**src/rtl/alu_exec.sv**
```systemverilog
// alu_exec: operand capture plus add / sub / mod-3 execution for the keyboard ALU.
// Latency: add, sub and pass-A one cycle after the event edge; mod-3 eight cycles (busy during 7 steps + 1 finalize).
// Backpressure: none; a new event aborts (MOD) or overrides (EXEC) the pending computation.
//
// Optional feature macro: ALU_EXEC_MOD3_EN
//   defined   -> sequential mod-3 unit and MOD state are built.
//   undefined -> op 010 is treated as pass-A and busy is tied low.
//
// Ports:
//   clk       system clock
//   rst       synchronous, active-high reset
//   a_in      operand input bus (switches)
//   reg_ctrl  bit0 loads A from a_in, bit1 loads B from a_in
//   func      bit3 signed mode; bits2:0 = 000 add, 001 sub, 010 mod3, others pass A
//   result    registered result
//   sign_out  result negative (signed add/sub only)
//   overflow  unsigned carry/borrow or signed overflow (add/sub only)
//   busy      mod-3 in progress
//   valid     one-cycle pulse when result and flags update
module alu_exec #(
    parameter int WIDTH = 8
) (
    input  logic             clk,
    input  logic             rst,
    input  logic [WIDTH-1:0] a_in,
    input  logic [1:0]       reg_ctrl,
    input  logic [3:0]       func,
    output logic [WIDTH-1:0] result,
    output logic             sign_out,
    output logic             overflow,
    output logic             busy,
    output logic             valid
);

    typedef enum logic [1:0] {
        S_IDLE = 2'd0,
        S_EXEC = 2'd1,
        S_MOD  = 2'd2
    } state_t;

    localparam logic [2:0] OP_ADD  = 3'b000;
    localparam logic [2:0] OP_SUB  = 3'b001;
`ifdef ALU_EXEC_MOD3_EN
    localparam logic [2:0] OP_MOD3 = 3'b010;
    localparam logic [WIDTH-1:0] ONE   = 1;
    localparam logic [WIDTH-1:0] THREE = 3;
`endif

    // ------------------------------------------------------------------
    // State
    // ------------------------------------------------------------------
    state_t           state_q, state_d;
    logic [WIDTH-1:0] a_q, a_d;
    logic [WIDTH-1:0] b_q, b_d;
    logic [3:0]       func_q, func_d;
    logic [WIDTH-1:0] result_q, result_d;
    logic             sign_q, sign_d;
    logic             ovf_q, ovf_d;
    logic             valid_q, valid_d;

`ifdef ALU_EXEC_MOD3_EN
    logic [WIDTH-1:0] r_q, r_d;      // running remainder
    logic [2:0]       k_q, k_d;      // current shift of the 3<<k subtrahend
    logic             fin_q, fin_d;  // all 7 steps done, finalize next edge
    logic             neg_q, neg_d;  // signed operand was negative
`endif

    // ------------------------------------------------------------------
    // Event detection: any load strobe, or a change of function code
    // ------------------------------------------------------------------
    logic evt;
    assign evt = (|reg_ctrl) || (func != func_q);

    // ------------------------------------------------------------------
    // Single-cycle add/sub/pass datapath, operating on the captured regs
    // ------------------------------------------------------------------
    logic [WIDTH:0]   sum;
    logic [WIDTH:0]   diff;
    logic [WIDTH-1:0] exec_res;
    logic             exec_sign;
    logic             exec_ovf;
    logic             sgn_mode;

    assign sum      = {1'b0, a_q} + {1'b0, b_q};
    assign diff     = {1'b0, a_q} - {1'b0, b_q};
    assign sgn_mode = func_q[3];

    always_comb begin
        exec_res  = a_q;
        exec_sign = 1'b0;
        exec_ovf  = 1'b0;
        case (func_q[2:0])
            OP_ADD: begin
                exec_res  = sum[WIDTH-1:0];
                exec_sign = sgn_mode & sum[WIDTH-1];
                // signed: same-sign operands producing an opposite-sign sum
                exec_ovf  = sgn_mode ? ((a_q[WIDTH-1] == b_q[WIDTH-1]) &&
                                        (sum[WIDTH-1] != a_q[WIDTH-1]))
                                     : sum[WIDTH];
            end
            OP_SUB: begin
                exec_res  = diff[WIDTH-1:0];
                exec_sign = sgn_mode & diff[WIDTH-1];
                // signed: differing-sign operands where the result flips away from A
                // unsigned: the extra MSB is the borrow (A < B)
                exec_ovf  = sgn_mode ? ((a_q[WIDTH-1] != b_q[WIDTH-1]) &&
                                        (diff[WIDTH-1] != a_q[WIDTH-1]))
                                     : diff[WIDTH];
            end
            default: begin
                exec_res  = a_q;
                exec_sign = 1'b0;
                exec_ovf  = 1'b0;
            end
        endcase
    end

    // ------------------------------------------------------------------
    // Mod-3 restoring-subtraction step and start/finish values
    // ------------------------------------------------------------------
`ifdef ALU_EXEC_MOD3_EN
    logic [WIDTH:0]   thr;        // 3 << k, one bit wider so 3<<6 never truncates
    logic             step_ge;
    logic [WIDTH-1:0] r_step;
    logic [WIDTH-1:0] mod_res;
    logic             start_neg;
    logic [WIDTH-1:0] start_abs;

    assign thr     = {{(WIDTH-1){1'b0}}, 2'b11} << k_q;
    assign step_ge = ({1'b0, r_q} >= thr);
    assign r_step  = r_q - thr[WIDTH-1:0];

    // Negative signed operand: remainder of |A| is folded back to 0..2.
    assign mod_res = (neg_q && (r_q != '0)) ? (THREE - r_q) : r_q;

    // Start values use the operand as it will be after this edge's load,
    // and the signed bit from the incoming func (func_q loads on the same edge).
    // |-128| wraps to 0x80, which is the correct unsigned magnitude 128.
    assign start_neg = func[3] & a_d[WIDTH-1];
    assign start_abs = start_neg ? ((~a_d) + ONE) : a_d;
`endif

    // ------------------------------------------------------------------
    // Next-state and output logic
    // ------------------------------------------------------------------
    always_comb begin
        state_d  = state_q;
        a_d      = a_q;
        b_d      = b_q;
        func_d   = func_q;
        result_d = result_q;
        sign_d   = sign_q;
        ovf_d    = ovf_q;
        valid_d  = 1'b0;
`ifdef ALU_EXEC_MOD3_EN
        r_d      = r_q;
        k_d      = k_q;
        fin_d    = fin_q;
        neg_d    = neg_q;
`endif

        if (evt) begin
            // A new event always wins: a pending EXEC or MOD is dropped
            // without a valid pulse and restarted from this edge.
            if (reg_ctrl[0]) a_d = a_in;
            if (reg_ctrl[1]) b_d = a_in;
            func_d = func;
`ifdef ALU_EXEC_MOD3_EN
            if (func[2:0] == OP_MOD3) begin
                state_d = S_MOD;
                k_d     = 3'd6;
                fin_d   = 1'b0;
                r_d     = start_abs;
                neg_d   = start_neg;
            end else begin
                state_d = S_EXEC;
            end
`else
            state_d = S_EXEC;
`endif
        end else begin
            case (state_q)
                S_EXEC: begin
                    result_d = exec_res;
                    sign_d   = exec_sign;
                    ovf_d    = exec_ovf;
                    valid_d  = 1'b1;
                    state_d  = S_IDLE;
                end
`ifdef ALU_EXEC_MOD3_EN
                S_MOD: begin
                    if (fin_q) begin
                        result_d = mod_res;
                        sign_d   = 1'b0;
                        ovf_d    = 1'b0;
                        valid_d  = 1'b1;
                        state_d  = S_IDLE;
                    end else begin
                        if (step_ge) r_d = r_step;
                        if (k_q == 3'd0) begin
                            fin_d = 1'b1;
                        end else begin
                            k_d = k_q - 3'd1;
                        end
                    end
                end
`endif
                default: begin
                    state_d = S_IDLE;
                end
            endcase
        end
    end

    // ------------------------------------------------------------------
    // Registers
    // ------------------------------------------------------------------
    always_ff @(posedge clk) begin
        if (rst) begin
            state_q  <= S_IDLE;
            a_q      <= '0;
            b_q      <= '0;
            func_q   <= '0;
            result_q <= '0;
            sign_q   <= 1'b0;
            ovf_q    <= 1'b0;
            valid_q  <= 1'b0;
        end else begin
            state_q  <= state_d;
            a_q      <= a_d;
            b_q      <= b_d;
            func_q   <= func_d;
            result_q <= result_d;
            sign_q   <= sign_d;
            ovf_q    <= ovf_d;
            valid_q  <= valid_d;
        end
    end

`ifdef ALU_EXEC_MOD3_EN
    always_ff @(posedge clk) begin
        if (rst) begin
            r_q   <= '0;
            k_q   <= 3'd0;
            fin_q <= 1'b0;
            neg_q <= 1'b0;
        end else begin
            r_q   <= r_d;
            k_q   <= k_d;
            fin_q <= fin_d;
            neg_q <= neg_d;
        end
    end
`endif

    // ------------------------------------------------------------------
    // Outputs
    // ------------------------------------------------------------------
    assign result   = result_q;
    assign sign_out = sign_q;
    assign overflow = ovf_q;
    assign valid    = valid_q;
`ifdef ALU_EXEC_MOD3_EN
    assign busy     = (state_q == S_MOD);
`else
    assign busy     = 1'b0;
`endif

endmodule

```
**config.mk**
```make
export PLATFORM = sky130hd
export DESIGN_NAME = alu_exec
export DESIGN_NICKNAME = d
export VERILOG_FILES = /design/src/rtl/alu_exec.sv
export SDC_FILE = /design/constraint.sdc
export NUM_CORES = 1
export LEC_CHECK = 0
export CAP_MARGIN = 20
export CORE_UTILIZATION = 55
export CTS_CLUSTER_SIZE = 16
export DETAILED_ROUTE_END_ITERATION = 16
export GPL_TIMING_DRIVEN = 0
export PLACE_DENSITY = 0.86
export SLEW_MARGIN = 30
export SYNTH_ARGS = -nofsm -noshare
export SYNTH_HDL_FRONTEND = slang
export SYNTH_SLANG_ARGS = --single-unit
```
**constraint.sdc**
```tcl
create_clock -name clk -period 2.9 [get_ports clk]
set_input_delay 0.435 -clock clk [delete_from_list [all_inputs] [get_ports clk]]
set_output_delay 0.435 -clock clk [all_outputs]
set_load 0.03 [all_outputs]
```
# After elaboration in Yosys (flattened, before gate mapping)
# Index checks and enable logic that the tools add are counted.
[op_classes]
bitwise_logic = 3
n_reduce_logical = 9
n_eq_ne = 7
addsub = 2
muxes = 7
[ops]
columns = ["operator", "count"]
rows = [
  ["8-bit one-hot mux with 2 select lines", 1],
  ["8-bit by 8-bit adder with 9-bit output", 1],
  ["8-bit by 8-bit subtractor with 9-bit output", 1],
  ["2-bit AND reduction", 3],
  ["1-bit 2-to-1 mux", 4],
  ["4-bit != test", 1],
  ["1-bit one-hot mux with 2 select lines", 2],
  ["2-bit OR reduction", 2],
  ["3-bit by 1-bit == test with 1-bit output (second input constant)", 1],
  ["3-bit logical NOT", 1],
  ["1-bit != test", 3],
  ["1-bit bitwise AND", 2],
  ["2-bit by 1-bit == test with 1-bit output (second input constant)", 1],
  ["1-bit logical AND", 2],
  ["1-bit == test", 1],
  ["1-bit logical OR", 1],
  ["1-bit NOT", 1],
]
[totals]
out_inout_bits = 12
reg_bits = 33
inputBits = 16
elab_cells = 36

# Depth between registers and ports, before layout
[depth]
depth_word = 5
mapped_depth = 10
mapped_depth_nobuf = 10

# Worst setup path after synthesis
# OpenSTA, ideal clock, no wires.
[synth_path]
kind = "flip-flop to flip-flop"
startpoint = "reg b_q[1]"
endpoint = "reg result_q[7] (netlist: result[7])"
setup_ps = 88
synth_period_minus_slack_ps = 2164
n_path_buf = 0
arrival_time_ps = 2076
t_required_ps = 2812
stages_incl_launch_ff = 9
setup_slack_ps = 736
path_cell_list = "dfxtp_1 > inv_1 > ha_1 > nand2b_1 > a221oi_1 > a2111oi_4 > xnor2_1 > o31a_1 > a311oi_2"
[synth_between]
elab_chain_cells = 2
elab_cells_between_ends = 3
classes_between = "add/sub (2); mux (1)"
[synth_lines]
columns = ["item", "line", "rtl"]
rows = [
  ["start, declared", "54", "logic [WIDTH-1:0] b_q, b_d;"],
  ["start signal, assigned", "222", "b_q <= '0;"],
  ["start signal, assigned", "231", "b_q <= b_d;"],
  ["8-bit by 8-bit subtractor with 9-bit output / 8-bit by 8-bit adder with 9-bit output (equally long branches)", "85, 84", ""],
  ["8-bit one-hot mux with 2 select lines *", "92", "case (func_q[2:0])"],
  ["end signal, assigned", "233", "result_q <= result_d;"],
  ["end, declared", "56", "logic [WIDTH-1:0] result_q, result_d;"],
]
# Mark *: on every way between the ends. The rest lies on a longest branch, timed or not.
# A chain may end at the register's enable or synchronous reset.

# Final worst setup path
# Ends and elaborated chain as after synthesis.

==> results.ini <==
[sta]
rsz0062_at_grt=false
holdWs_ps=456
worstMarginPinSlew_ps=732
period_needed_ps=2440
worst_slack_ps=455
fin_crit_sh=0.843
finalHoldViolCount=0
setup_viol=0
fmax_mhz=409
fin_setup_tns_ps=0
max_slew_margin=0.512
maxSlewViolCount=0
clock_skew_ps=8.00

[worst_setup_path]
path_buf_inv=1
crit_required_ps=3100
crit_family=compound AO/OA/AOI/OAI gates
slowest_stage=a221oi_1
critPathCaptureType=flop
start_kind=flop
crit_type=reg -> reg
slowest_delay_ps=490
critPathMaxFanout=4
crit_path_cell_trace=inv_1 -> ha_1 -> nand2b_1 -> a221oi_1 -> a2111oi_4 -> xnor2_1 -> o31a_1 -> a311oi_2
critPathArrivalTime_ps=2650

[routing]
drtIter0Drc=76
vias=1756
wl_um=4540
wl_per_cell_um=14.3
route.detailed.drc=0
drtAntennaViolNets=0
dr.pass1.iters=4
viasPerCell=5.52

[placement]
gp_congestion=0.867
pre_cts_ws_ps=369
place_hpwl_um=3310
io_buffers=23
postPlaceCellArea_um2=2350

[run]
maxCapViolCount=0

[synthesis]
synth_area_leaders=dfxtp_1 31%, ha_1 9.7%, mux2i_1 9.2%
synth_top_family_by_area=simple AND/OR/NAND/NOR gates
syn_nets=275
ys.flop_type=dfxtp_1
ys_types=49
synth_common_cells=32 x dfxtp_1, 30 x nor2_1, 19 x mux2i_1
synth_most_common_cell=dfxtp_1
ys_async_sr_fraction=0
yosysSeqAreaShare=0.310
yosys.area.top_type=dfxtp_1
synth-compound-area-share=0.168
postSynthAreaPerCell_um2=8.57
synthXorXnorAreaFrac=0.0509
synth_simple_gate_area_frac=0.198
synth_top_area_frac=0.310
synth_area_um2=2060
yosys_warnings=0
synth_mux_area_frac=0.0921
synth_seq_cells=32
synth_edf_count=0
synth_cells=241
yosys.area_share.adder=0.116

[global_routing]
grt_max_degree=11
grt_pass1_wl_um=7820
grt_pass1_vias=1711
overflow=0
grt_use_total=0.255
antenna_found_initial=0

[final_layout]
nNetsFinal=305
fillCellCount=287
area_growth_pct=20.1
diodes=0
drive_above_1_share=0.0699
fin_area_um2=2480

[cts]
clkTransAtPathRegs_ps=70
cts.path.max_buffers=2
cts_tree=built
clkLatencyLatePin_ps=290
cts_root_buffer=clkbuf_8
cts_max_level=2
ctsResizeCount=0
numCtsBuffers=5
clock-sinks=32
hold_buffers=0
postCtsSetupBuffers=0

[power]
p_leak_nw=0.996
clkPwrFrac=0.397
power_switching_mw=0.313
switching_share=0.265
seqPwrFrac=0.404
p_per_area_nw_per_um2=476
max-vdd-ir-drop_v=0.000329
combPwrFrac=0.199
p_int_mw=0.867

[floorplanning]
die_w_um=63.3
io_pins=28
coreArea_um2=3470
std_cell_rows=21
die_y_um=63.3
die-area_um2=4000
start_util=0.595

[hold_path]
min_path_type=reg -> reg

[run_status]
status=finished, final reports clean

==> stage by stage <==
step	power, mW	utilization	instances
floorplan	0.654	-	241
global placement	0.709	0.678	310
detailed placement	0.717	0.678	310
CTS	1.18	0.715	318
global route	1.24	0.715	318
finish	1.18	0.715	318
==> power by group through the flow <==
stage	logic, mW	clock network (mW)	registers [mW]
6_report	0.235	0.468	0.477
5_1_grt	0.261	0.495	0.480
4_1_cts	0.232	0.470	0.477
3_5_place_dp	0.230	0	0.487
3_3_place_gp	0.223	0	0.486
2_1_floorplan	0.171	0	0.483
==> layer usage <==
metal / part of all wire / global-route usage / up-vias
li1: - / - / 886
met1: 0.48 / 0.306 / 813
met2: 0.46 / 0.421 / 46
met3: 0.045 / 0.0725 / 11
met4: 0.017 / 0.111 / 0
met5: 0 / 0 / -
==> layout make-up <==
cell class              instances  area (um2)  share of cell area
well taps                      46        57.6              0.0232
clock buffers                   7        96.3              0.0389
plain buffers                  17        80.1              0.0323
flip-flops and latches         32         641               0.258
multi-input cells             179        1290               0.522
inverters                      13        48.8              0.0197
repair buffers                 23         230              0.0929
clock inverters                 1        30.0              0.0121
==> flip-flops by register name, summed over array words and instances, names as in the netlist <==
signal	flops
b_q	8
sign_out	1
state_q	1
a_q	8
valid	1
overflow	1
result	8
func_q	4
==> worst min-delay path, stage by stage (launching register included) <==
cell,delay [ps]
dfxtp_1,310
nand2_1,50
a21oi_1,50
==> cell usage in the layout, fill, tap and decap left out, drive strengths merged, types with 2 or more instances in the layout <==
cell           count
o31ai              2
nor3               3
nor3b              5
nand2             14
a21oi             14
buf                6
clkbuf            18
mux2i             19
a31oi              2
nand3              3
xor2               2
dfxtp             32
xnor2             10
nand3b             2
nor2              30
o21ai              8
clkdlybuf4s50     23
ha                16
o21bai             2
fa                 2
nand4              2
a21o               2
o211ai             5
a221oi             2
nor4               2
inv               13
nand2b             2
nor2b             11
o21a               4
==> worst paths after layout <==
path	from	end	slack, ps	depth (start not counted)
worst max register to register	b_q[1]$_SDFFE_PP0P_	result[7]$_SDFFE_PP0P_	460	8
worst min register to register	result[0]$_SDFFE_PP0P_	result[0]$_SDFFE_PP0P_	460	2
worst min-delay path	result[0]$_SDFFE_PP0P_	result[0]$_SDFFE_PP0P_	460	2
worst max-delay path	b_q[1]$_SDFFE_PP0P_	result[7]$_SDFFE_PP0P_	460	8
==> cell families (layout without fill, tap and decap cells) <==
family          count (synthesis)  in the layout
compound gates                 48             48
xor+xnor                       12             12
fa+ha+maj                      18             18
buf+inv                        30             61
flops                          32             32
mux                            19             19
other cells                     1              1
simple gates                   81             81
Power figures use the tool's default switching activity.
